## config.mk

```make
export PLATFORM = sky130hd
export DESIGN_NAME = vga_scanout
export DESIGN_NICKNAME = d
export VERILOG_FILES = /design/src/rtl/vga_scanout.sv
export SDC_FILE = /design/constraint.sdc
export NUM_CORES = 1
export LEC_CHECK = 0
export ABC_CLOCK_PERIOD_IN_PS = 9350
export BUFFER_PORTS_ARGS = -buffer_cell sky130_fd_sc_hd__buf_4
export CORE_MARGIN = 5
export CORE_UTILIZATION = 40
export CTS_BUF_LIST = sky130_fd_sc_hd__clkbuf_2
export DETAILED_ROUTE_END_ITERATION = 8
export PLACE_DENSITY = 0.58
export SLEW_MARGIN = 10
export SYNTH_ARGS = -nofsm -noshare
export SYNTH_HDL_FRONTEND = slang
export SYNTH_SLANG_ARGS = --single-unit
```

## constraint.sdc

```tcl
create_clock -name clk -period 9.35 [get_ports clk]
set_input_delay 0.4675 -clock clk [delete_from_list [all_inputs] [get_ports clk]]
set_output_delay 0.4675 -clock clk [all_outputs]
set_load 0.1 [all_outputs]
```

## src/rtl/vga_scanout.sv

```systemverilog
// VGA 640x480@60 scan-out: drives the shared GPU read address and shows the encrypted
// and decrypted images side by side as grayscale. The memory read latency is absorbed by a delay line.
module vga_scanout #(
    parameter int unsigned H_ACTIVE = 640,
    parameter int unsigned H_FP     = 16,
    parameter int unsigned H_SYNC   = 96,
    parameter int unsigned H_BP     = 48,
    parameter int unsigned V_ACTIVE = 480,
    parameter int unsigned V_FP     = 10,
    parameter int unsigned V_SYNC   = 2,
    parameter int unsigned V_BP     = 33,
    parameter int unsigned IMG_W    = 256,
    parameter int unsigned IMG_H    = 256,
    parameter int unsigned ENC_X0   = 32,
    parameter int unsigned DEC_X0   = 352,
    parameter int unsigned IMG_Y0   = 112,
    parameter int unsigned READ_LAT = 2,
    parameter logic [7:0]  BORDER   = 8'h00
) (
    input  logic        clk,
    input  logic        rst_n,
    input  logic [7:0]  encrypted_gpu,
    input  logic [7:0]  decrypted_gpu,
    output logic [31:0] gpu_address,
    output logic [7:0]  vga_r,
    output logic [7:0]  vga_g,
    output logic [7:0]  vga_b,
    output logic        vga_hsync,
    output logic        vga_vsync,
    output logic        vga_blank_n,
    output logic        vga_sync_n,
    output logic        vga_clk,
    output logic        frame_start
);

    localparam int unsigned H_TOTAL = H_ACTIVE + H_FP + H_SYNC + H_BP;
    localparam int unsigned V_TOTAL = V_ACTIVE + V_FP + V_SYNC + V_BP;
    localparam int HW  = $clog2(H_TOTAL);
    localparam int VW  = $clog2(V_TOTAL);
    localparam int LAT = READ_LAT;

    if ((ENC_X0 < DEC_X0 + IMG_W) && (DEC_X0 < ENC_X0 + IMG_W)) begin : g_overlap_chk
        $error("vga_scanout: encrypted and decrypted windows overlap");
    end
    if (DEC_X0 + IMG_W > H_ACTIVE) begin : g_dec_fit_chk
        $error("vga_scanout: decrypted window extends past the active area");
    end

    typedef struct packed {
        logic active;
        logic hsync_n;
        logic vsync_n;
        logic enc_win;
        logic dec_win;
        logic frame;
    } ctrl_t;

    localparam ctrl_t CTRL_IDLE = '{active: 1'b0, hsync_n: 1'b1, vsync_n: 1'b1,
                                    enc_win: 1'b0, dec_win: 1'b0, frame: 1'b0};

    logic [HW-1:0] h_q, h_d;
    logic [VW-1:0] v_q, v_d;
    logic [31:0]   h32, v32, addr_d, addr_q;
    logic          y_win;
    ctrl_t         ctrl_new, tail;
    ctrl_t         ctrl_q [0:LAT];
    ctrl_t         ctrl_d [0:LAT];
    logic [7:0]    pix_d, pix_q;
    logic          hsync_d, hsync_q, vsync_d, vsync_q, blank_d, blank_q, fs_d, fs_q;

    always_comb begin
        h_d = h_q + HW'(1);
        v_d = v_q;
        if (h_q == HW'(H_TOTAL - 1)) begin
            h_d = '0;
            v_d = (v_q == VW'(V_TOTAL - 1)) ? '0 : v_q + VW'(1);
        end
    end

    // Stage 1: timing decode of the counter state and the memory address.
    always_comb begin
        h32 = 32'(h_q);
        v32 = 32'(v_q);
        y_win = (v32 >= IMG_Y0) && (v32 < IMG_Y0 + IMG_H);
        ctrl_new = CTRL_IDLE;
        ctrl_new.active  = (h32 < H_ACTIVE) && (v32 < V_ACTIVE);
        ctrl_new.hsync_n = !((h32 >= H_ACTIVE + H_FP) && (h32 < H_ACTIVE + H_FP + H_SYNC));
        ctrl_new.vsync_n = !((v32 >= V_ACTIVE + V_FP) && (v32 < V_ACTIVE + V_FP + V_SYNC));
        ctrl_new.enc_win = y_win && (h32 >= ENC_X0) && (h32 < ENC_X0 + IMG_W);
        ctrl_new.dec_win = y_win && (h32 >= DEC_X0) && (h32 < DEC_X0 + IMG_W);
        ctrl_new.frame   = (h_q == '0) && (v_q == '0);
        addr_d = '0;
        if (ctrl_new.enc_win) begin
            addr_d = (v32 - IMG_Y0) * IMG_W + (h32 - ENC_X0);
        end else if (ctrl_new.dec_win) begin
            addr_d = (v32 - IMG_Y0) * IMG_W + (h32 - DEC_X0);
        end
    end

    // Stages 2..READ_LAT+1: control rides alongside the memory read.
    always_comb begin
        ctrl_d[0] = ctrl_new;
        for (int i = 1; i <= LAT; i++) begin
            ctrl_d[i] = ctrl_q[i-1];
        end
    end

    // Output stage: memory data and the matching control slot meet here.
    always_comb begin
        tail    = ctrl_q[LAT];
        pix_d   = 8'h00;
        if (tail.enc_win) begin
            pix_d = encrypted_gpu;
        end else if (tail.dec_win) begin
            pix_d = decrypted_gpu;
        end else if (tail.active) begin
            pix_d = BORDER;
        end
        hsync_d = tail.hsync_n;
        vsync_d = tail.vsync_n;
        blank_d = tail.active;
        fs_d    = tail.frame;
    end

    always_ff @(posedge clk or negedge rst_n) begin
        if (!rst_n) begin
            h_q     <= '0;
            v_q     <= '0;
            addr_q  <= '0;
            for (int i = 0; i <= LAT; i++) begin
                ctrl_q[i] <= CTRL_IDLE;
            end
            pix_q   <= '0;
            hsync_q <= 1'b1;
            vsync_q <= 1'b1;
            blank_q <= 1'b0;
            fs_q    <= 1'b0;
        end else begin
            h_q     <= h_d;
            v_q     <= v_d;
            addr_q  <= addr_d;
            for (int i = 0; i <= LAT; i++) begin
                ctrl_q[i] <= ctrl_d[i];
            end
            pix_q   <= pix_d;
            hsync_q <= hsync_d;
            vsync_q <= vsync_d;
            blank_q <= blank_d;
            fs_q    <= fs_d;
        end
    end

    assign gpu_address = addr_q;
    assign vga_r       = pix_q;
    assign vga_g       = pix_q;
    assign vga_b       = pix_q;
    assign vga_hsync   = hsync_q;
    assign vga_vsync   = vsync_q;
    assign vga_blank_n = blank_q;
    assign vga_sync_n  = 1'b0;
    assign vga_clk     = clk;
    assign frame_start = fs_q;

endmodule

```

==> impl_metrics.ini <==
[cells_and_area]
num_antenna_cells = 0
syn_to_final_growth_pct = 18.7
final-seq-area_mm2 = 0.00176
nets = 520
layout.core_utilization = 0.480
total_area_of_multi_input_combinational_cells_mm2 = 0.00199
share_of_layout_cells_above_drive_strength_1 = 0.252
stdcell_count = 609
nFillCells = 943

[setup_path]
timing.critical_path.cells = clkbuf_2 -> clkbuf_2 -> buf_4
critical_path_peak_fanout = 2
critPathTopFamily = buffers and inverters
worst-endpoint-required_ps = 8880
cp-start-kind = clock port
worst-path-buf-inv = 3
dominant_cell_type_by_count_on_the_critical_path = sky130_fd_sc_hd__clkbuf_2
slowest_stage = sky130_fd_sc_hd__buf_4
worst-setup-path-type = clk -> out
cp.arrival_ps = 5080
end_kind = output pin
largest_stage_delay_worst_path_ps = 220

[timing]
rsz0062_at_grt = false
finalHoldWorstSlack_ps = 71.7
final_skew_ps = 19.6
worst_slew_pin_slew_ps = 1220
max_slew_margin = 0.187
hold_viol_final = 0
setup_viol = 0
fin_setup_tns_ps = 0
number_of_max_slew_violations_in_the_final_report = 0

[synthesis]
post-synth-top-area-cell = sky130_fd_sc_hd__dfrtp_1
post_synth.cell_area_avg_um2 = 10.2
async_flop_share = 1.00
synth-seq-area-share = 0.426
synth_area_leaders = sky130_fd_sc_hd__dfrtp_1 37%, sky130_fd_sc_hd__ha_1 9.7%, sky130_fd_sc_hd__buf_4 5.4%, sky130_fd_sc_hd__dfstp_2 5.1%, sky130_fd_sc_hd__xnor2_1 3.2%
synth_fp_nets = 457
netlist_instances = 405
ys_types = 64
synth-main-ff-cell = sky130_fd_sc_hd__dfrtp_1
synth_seq_cells = 70
ys_warns = 0
syn-cell-area_mm2 = 0.00414
synth-edff-count = 0
fraction_of_post_synthesis_cell_area_in_the_top_cell_type_by_area = 0.375
yosys.cell_count.top_type = sky130_fd_sc_hd__dfrtp_1
synth_commonest_cells = 62 x sky130_fd_sc_hd__dfrtp_1, 32 x sky130_fd_sc_hd__ha_1, 31 x sky130_fd_sc_hd__nand2_1

[place]
gp_routability_congestion = 0.830
detailedPlacementHpwl_um = 6470
dp_cells = 574
buffer_ports.inserted = 78

[grt]
grt_use_total = 0.154
grt_pass1_vias = 3025
grt_first_pass_wirelength_um = 15100
largest_net_degree_at_the_start_of_global_routing = 71
global_route.overflow_total = 0
antenna_found_initial = 0

[detailed_routing]
via_count = 3112
antenna_violating_nets_post_route = 0
drc = 0
drtIter0Drc = 140
drt-total-wl_um = 9120
detail_route.vias_per_cell = 5.11
avgRoutedWirePerCell_um = 15.0
drt_first_pass_iters = 4

[die]
die_width_um = 112
rows = 37
die_y_um = 112
io-pin-count = 80
initial_utilization = 0.405
core_area_mm2 = 0.0102
die-area_mm2 = 0.0125

[pwr]
power_density_mw_per_mm2 = 123
fin_total_pwr_uw = 604
ir_worst_vdd_v = 0.0000817
p_leak_uw = 0.00239

[clock_network]
clock_latency_ps = 630
post_cts_buffers = 0
cts_tree = yes
cts_hold_buf = 8
cts.clk_slew.worst_paths_ps = 180
cts.repair.resized = 0

[flow_run]
max_cap_violations = 0

[run_status]
run_status = complete, no violations

[hold_path]
min-delay-path-class = in -> reg
cell type report:
type | instances | share of cell area
Multi-Input combinational cell | 271 | 0.404
Sequential cell | 70 | 0.359
Timing Repair Buffer | 93 | 0.150
Tap cell | 136 | 0.0346
Clock inverter | 6 | 0.0227
Clock buffer | 14 | 0.0148
Inverter | 19 | 0.0145
path summary, 6_finish.rpt:
path	from	cells past startpoint	end	slack (ps)
worst min-delay path	encrypted_gpu[7]	2	vga_b[7]$_DFF_PN0_	70
worst max register to register	h_q[7]$_DFF_PN0_	9	gpu_address[17]$_DFF_PN0_	5640
worst max-delay path	clk	3	vga_clk	3800
max in group asynchronous	rst_n	2	v_q[7]$_DFFE_PN0N_	8320
min in group asynchronous	rst_n	2	h_q[1]$_DFF_PN0_	460
worst min register to register	ctrl_d[8]$_DFF_PN0_	0	ctrl_d[2]$_DFF_PN0_	360
cell families (layout without fill, tap and decap cells):
group	after synthesis	in the layout	synth area share
simple gates	116	116	0.156
compound gates	88	88	0.149
flops	70	70	0.426
buf+inv	64	132	0.0943
fa+ha+maj	34	34	0.106
xor+xnor	30	30	0.0635
mux	2	2	0.00484
other cells	1	1	0.000906
worst register-to-register path, delay by kind of cell (launching register included):
family                     cells  cell delay [ps]
AOI/OAI and AO/OA              4              800
and+or+nand+nor                3             1590
adders and majority gates      1              480
xor gates and xnor gates       1              160
DFF                            1              570
report_power, final:
part	total, uW	internal (uW)	switching [uW]
sequential	303	303	0
combinational	16.5	7.40	9.11
clock	284	131	153
per-stage QoR:
stage / area, um2 / setup slack [ps]
final: 4910 / 3800
after global routing: 4910 / 3780
after CTS: 4830 / 3790
after detailed placement: 4580 / 4000
after global placement: 4580 / 4000
after floorplan: 4140 / 4000
registers in the layout, indices dropped and copies added (netlist names):
| register | flops |
|---|---|
| gpu_address | 20 |
| ctrl_d | 12 |
| h_q | 10 |
| v_q | 10 |
| vga_b | 8 |
| ctrl_q | 2 |
| blank_d | 1 |
| frame_start | 1 |
| fs_d | 1 |
| hsync_d | 1 |
| vga_blank_n | 1 |
| vga_hsync | 1 |
| vga_vsync | 1 |
| vsync_d | 1 |
cell usage in the layout, fill, tap and decap left out, types with 6 or more instances in the layout:
master                          count
sky130_fd_sc_hd__xor2_1            15
sky130_fd_sc_hd__dfstp_2            8
sky130_fd_sc_hd__xnor2_1           15
sky130_fd_sc_hd__a21oi_1           15
sky130_fd_sc_hd__dfrtp_1           62
sky130_fd_sc_hd__clkbuf_2          13
sky130_fd_sc_hd__o21ai_0           21
sky130_fd_sc_hd__inv_1             18
sky130_fd_sc_hd__a22o_1             8
sky130_fd_sc_hd__nor2_1            18
sky130_fd_sc_hd__buf_4             78
sky130_fd_sc_hd__nand3_1           12
sky130_fd_sc_hd__nand2_1           31
sky130_fd_sc_hd__nor3_1            11
sky130_fd_sc_hd__nand2b_1           6
sky130_fd_sc_hd__ha_1              32
sky130_fd_sc_hd__and2_1             7
sky130_fd_sc_hd__dlygate4sd3_1     16
sky130_fd_sc_hd__o22ai_1            8
per-layer routing:
metal  share of wire  track usage  routed length, um
met5               0            0                  0
met4           0.027       0.0868                249
met3           0.065       0.0505                597
met2            0.45        0.227               4070
met1            0.46        0.199               4210
No activity file was read; power rests on OpenSTA's default activity.
